$ cat src/rtl/multicycle_ctrl.sv
// Multi-cycle FETCH/DECODE/EXEC/WB sequencer for the addi/bne datapath.
// Owns the instruction register, the imem handshake and the datapath control strobes.
module multicycle_ctrl #(
  parameter int WIDTH   = 32,
  parameter int TIMEOUT = 15
) (
  input  logic             clk,
  input  logic             rst,
  input  logic             run,
  output logic             imem_req,
  input  logic             imem_ack,
  input  logic [WIDTH-1:0] imem_rdata,
  output logic [WIDTH-1:0] instr,
  input  logic             EQ,
  output logic [2:0]       ALUctrl,
  output logic             RegWrite,
  output logic             ALUsrc,
  output logic [1:0]       ImmSrc,
  output logic             PCsrc,
  output logic             PCWrite,
  output logic [2:0]       state,
  output logic             illegal,
  output logic             fetch_timeout,
  output logic [31:0]      retired
);

  localparam logic [2:0] S_IDLE   = 3'd0;
  localparam logic [2:0] S_FETCH  = 3'd1;
  localparam logic [2:0] S_DECODE = 3'd2;
  localparam logic [2:0] S_EXEC   = 3'd3;
  localparam logic [2:0] S_WB     = 3'd4;
  localparam logic [2:0] S_HALT   = 3'd5;

  localparam logic [7:0] WAIT_LAST = 8'(TIMEOUT - 1);

  logic [2:0]       state_q, state_d;
  logic [WIDTH-1:0] instr_q;
  logic [7:0]       wait_cnt;
  logic             illegal_q, timeout_q;
  logic [31:0]      retired_q;

  logic is_addi, is_bne, timeout_hit, retire;

  assign is_addi     = (instr_q[6:0] == 7'd19) && (instr_q[14:12] == 3'b000);
  assign is_bne      = (instr_q[6:0] == 7'd99) && (instr_q[14:12] == 3'b001);
  assign timeout_hit = (state_q == S_FETCH) && !imem_ack && (wait_cnt == WAIT_LAST);
  assign retire      = ((state_q == S_EXEC) && is_bne) || (state_q == S_WB);

  always_ff @(posedge clk or posedge rst) begin
    if (rst) state_q <= S_IDLE;
    else     state_q <= state_d;
  end

  always_comb begin
    state_d = state_q;
    case (state_q)
      S_IDLE:   if (run) state_d = S_FETCH;
      S_FETCH: begin
        if (imem_ack)         state_d = S_DECODE;
        else if (timeout_hit) state_d = S_HALT;
      end
      S_DECODE: state_d = (is_addi || is_bne) ? S_EXEC : S_HALT;
      S_EXEC: begin
        if (is_bne) state_d = run ? S_FETCH : S_IDLE;
        else        state_d = S_WB;
      end
      S_WB:     state_d = run ? S_FETCH : S_IDLE;
      S_HALT:   state_d = S_HALT;
      default:  state_d = S_IDLE;
    endcase
  end

  always_comb begin
    imem_req = 1'b0;
    RegWrite = 1'b0;
    PCWrite  = 1'b0;
    PCsrc    = 1'b0;
    ALUctrl  = 3'b111;
    ALUsrc   = 1'b1;
    ImmSrc   = 2'b11;
    case (state_q)
      S_FETCH: imem_req = 1'b1;
      S_EXEC: begin
        if (is_bne) begin
          ALUctrl = 3'b001;
          ALUsrc  = 1'b0;
          PCWrite = 1'b1;
          PCsrc   = !EQ;
        end else begin
          ALUctrl = 3'b000;
          ImmSrc  = 2'b00;
        end
      end
      S_WB: begin
        ALUctrl  = 3'b000;
        ImmSrc   = 2'b00;
        RegWrite = 1'b1;
        PCWrite  = 1'b1;
      end
      default: ;
    endcase
  end

  // Instruction register, fetch wait counter, sticky flags and retire count
  always_ff @(posedge clk or posedge rst) begin
    if (rst) begin
      instr_q   <= '0;
      wait_cnt  <= '0;
      illegal_q <= 1'b0;
      timeout_q <= 1'b0;
      retired_q <= '0;
    end else begin
      if (state_q == S_FETCH) begin
        if (imem_ack) begin
          instr_q  <= imem_rdata;
          wait_cnt <= '0;
        end else if (timeout_hit) begin
          wait_cnt  <= '0;
          timeout_q <= 1'b1;
        end else begin
          wait_cnt <= wait_cnt + 8'd1;
        end
      end
      if ((state_q == S_DECODE) && !(is_addi || is_bne)) illegal_q <= 1'b1;
      if (retire) retired_q <= retired_q + 32'd1;
    end
  end

  assign state         = state_q;
  assign instr         = instr_q;
  assign illegal       = illegal_q;
  assign fetch_timeout = timeout_q;
  assign retired       = retired_q;

endmodule

$ cat config.mk
export PLATFORM = sky130hd
export DESIGN_NAME = multicycle_ctrl
export DESIGN_NICKNAME = d
export VERILOG_FILES = /design/src/rtl/multicycle_ctrl.sv
export SDC_FILE = /design/constraint.sdc
export NUM_CORES = 1
export LEC_CHECK = 0
export ABC_AREA = 1
export BUFFER_PORTS_ARGS = -buffer_cell sky130_fd_sc_hd__buf_2
export CAP_MARGIN = 10
export CORE_ASPECT_RATIO = 1.25
export CORE_MARGIN = 1
export CORE_UTILIZATION = 52
export DETAILED_ROUTE_END_ITERATION = 8
export GPL_TIMING_DRIVEN = 1
export PLACE_DENSITY = 0.89
export SKIP_LAST_GASP = 1
export SLEW_MARGIN = 10
export SYNTH_ARGS = -nofsm -noshare
export SYNTH_HDL_FRONTEND = slang
export SYNTH_SLANG_ARGS = --single-unit
$ cat constraint.sdc
create_clock -name clk -period 3.2 [get_ports clk]
set_input_delay 0.64 -clock clk [delete_from_list [all_inputs] [get_ports clk]]
set_output_delay 0.64 -clock clk [all_outputs]
set_load 0.02 [all_outputs]
==> impl_metrics.tcl <==
set metrics [dict create \
    run_status "finished clean" \
    io_buffers 115 \
    grt_antenna_before_repair 0 \
    cts_buffers 9 \
    critical_path_peak_fanout 4 \
    final_core_util_pct 65.4 \
    final.hold.worst_slack_ns 0.382 \
    r2r_slack_ns 0.94 \
    netlist-cell-type-count 26 \
    multiInputGateArea_sq_um 1900 \
    static_leak_nw 2.49 \
    yosys_warnings 0 \
    cts_max_path_buffers 2 \
    worstSkewPairLatency_ns 0.36 \
    vdd.ir_drop.worst_mv 0.543 \
    cp.buffers_inverters 3 \
    yosys.area_share.adder_pct 0.930 \
    worst-endpoint-required_ns 2.56 \
    design.core.area_sq_um 7440 \
    path_cells "inv_1 > nand3_1 > inv_1 > o21ai_0 > buf_2" \
    reg2reg_depth 8 \
    setup_violations 0 \
    boundaryPins 116 \
    gp_congestion 0.928 \
    rows 35 \
    multiplexer_area_fraction_after_synthesis_pct 7.81 \
    setup_tns_ns 0 \
    synth_cells 512 \
    timing.clock.skew_ns 0.0115 \
    die_height_um 101 \
    detail_route.drc_violations 0 \
    grt-ovfl-total 0 \
    dpl.hpwl_um 7600 \
    ys_seq_elements 77 \
    gr-usage-met3_pct 5.43 \
    postCtsSetupBuffers 0 \
    route.antenna.remaining_nets 0 \
    tritoncts_clock_tree "built" \
    worst_slew_pin_slew_ns 0.700 \
    postRouteWirelength_um 10100 \
    synth-seq-area-share_pct 47.7 \
    cts-root-buf "clkbuf_8" \
    maximum_number_of_pins_on_one_net_before_global_route_repair 45 \
    cp_slowest_cell "o21ai_0" \
    grt_busiest_layer "met2" \
    relSlewSlack_pct 53.3 \
    final_hold_viol_count 0 \
    timing.final.crit_share_pct 76.9 \
    layout-drive-gt1-share_pct 26.1 \
    unrepaired_setup_endpoints_after_global_routing "false" \
    cts.reportedPaths.clkPinSlew_ns 0.09 \
    floorplan.die.width_um 80.8 \
    initial_utilization_pct 54.2 \
    drv_cap 0 \
    critPathKind "register to output port" \
    layout.nets 668 \
    cts.sink_count 77 \
    cellPowerDensity_nw_per_um2 739 \
    timing.critical_path.arrival_ns 1.82 \
    area.growth.synth_to_final_pct 20.6 \
    grt_use_total_pct 27.0 \
    filler_cell_count 621 \
    synth_top_family_by_area "simple AND/OR/NAND/NOR gates" \
    detail_route.vias_per_cell 5.25 \
    die-area_sq_um 8120 \
    worstSetupEndpointType "output port" \
    wire_per_inst_um 13.9 \
    timing.critical_path.mode_cell "inv_1" \
    grt_first_pass_wirelength_um 16900 \
    post_cts_resize_count 0 \
    timing.rr.start "state[1]" \
    fmax_mhz 406 \
    final-max-slew-violation-count 0 \
    synth.cell_area_sq_um 4040 \
    synth_compound_gate_area_share_pct 3.94 \
    grt_pass1_vias 3869 \
    synth_xor_area_share_pct 2.39 \
    fin_crit_ns 2.46 \
    cts_hold_buffers 0 \
    category_of_the_worst_setup_path_launch_point "register" \
    syn_area_per_cell_sq_um 7.89 \
    crit_family "buffers and inverters" \
    grtUsageMet2_pct 47.6 \
    drt_iter0_markers 183 \
    synth-simple-area-share_pct 31.9 \
    mappedNetlistNets 552 \
    dr_total_vias 3804 \
    critical-path-max-stage-delay_ns 0.45 \
    critical_path.reg2reg.endpoint "retired[15]" \
    gr-usage-met1_pct 30.5 \
    hold_path_class "input port to asynchronous set/reset pin" \
    critical_path_depth 5 \
    antenna_diodes 0 \
    drt_pass1_iterations 4 \
    htree_levels 3 \
    area_used_by_sequential_logic_in_the_layout_sq_um 1930 \
]
==> cells by family (layout without fill, tap and decap cells) <==
group	count (synthesis)	count (layout)
and+or+nand+nor	312	312
adders and majority gates	3	3
DFF	77	77
xor gates and xnor gates	11	11
muxes	28	28
AOI/OAI and AO/OA	30	30
buffers and inverters	51	172
==> synth_stat cells, drive strengths merged <==
library cell / n / area, sq um
nand2: 195 / 739
nor2: 80 / 303
dfrtp: 77 / 1930
inv: 39 / 146
mux2: 28 / 315
o21ai: 17 / 85.1
nand3b: 16 / 120
nand3: 12 / 60.1
buf: 11 / 62.6
a21oi: 8 / 40.0
xor2: 8 / 70.1
nor3: 4 / 36.3
o22ai: 4 / 25.0
ha: 3 / 37.5
nand4: 3 / 18.8
xnor2: 3 / 26.3
a31o: 1 / 8.76
and2: 1 / 6.26
clkbuf: 1 / 3.75
nor4: 1 / 6.26
==> per-layer routing <==
layer	share of wire [%]	vias to the layer above
met5	0	-
met4	2.5	0
met3	6.5	22
met2	51	153
met1	40	1784
li1	-	1845
==> final cells by class <==
| class | count | share of cell area, % |
|---|---|---|
| clock inverter | 7 | 1.18 |
| multi-input combinational | 384 | 39.0 |
| sequential | 77 | 39.6 |
| clock buffer | 9 | 2.54 |
| timing repair buffer | 117 | 12.4 |
| inverter | 39 | 3.01 |
| tap | 92 | 2.36 |
==> layout by cell type, fill, tap and decap left out, types with 3 or more instances in the layout <==
master,count
nand3_1,12
o22ai_1,4
ha_1,3
xnor2_1,3
clkbuf_8,9
dfrtp_1,77
o21ai_0,17
xor2_1,8
a21oi_1,8
nor2_1,79
buf_2,115
nand2_1,194
inv_1,38
nand3b_1,16
clkinvlp_4,5
nand4_1,3
mux2_2,26
==> power breakdown <==
group | total [W] | switching [W] | internal (W)
registers | 0.00146 | 0.000213 | 0.00125
logic | 0.00146 | 0.000929 | 0.000526
clock network | 0.000684 | 0.000395 | 0.000289
==> stage by stage <==
step | worst slack [ns] | instances | total power [W] | cell area, sq um
2_1_floorplan | 0.593 | 512 | 0.00246 | 4040
3_3_place_gp | 1.08 | 709 | 0.00286 | 4690
3_5_place_dp | 0.938 | 709 | 0.00293 | 4690
4_1_cts | 0.723 | 725 | 0.00362 | 4870
5_1_grt | 0.619 | 725 | 0.00381 | 4870
6_report | 0.739 | 725 | 0.00360 | 4870
==> sequential cells by signal, summed over array words and instances, names as in the netlist <==
| register | flops |
|---|---|
| retired | 32 |
| wait_cnt | 8 |
| instr | 32 |
| illegal | 1 |
| fetch_timeout | 1 |
| state | 3 |
==> worst max path at each step <==
stage,from,to,slack (ns)
CTS,state[1],ALUctrl[0],0.72
global placement,state[2],retired[2],1.08
global route,state[1],ImmSrc[1],0.62
detailed placement,state[1],retired[15],0.94
finish,state[1],ALUctrl[0],0.74
floorplan,rst,fetch_timeout,0.59
(Power assumes the default switching activity.)
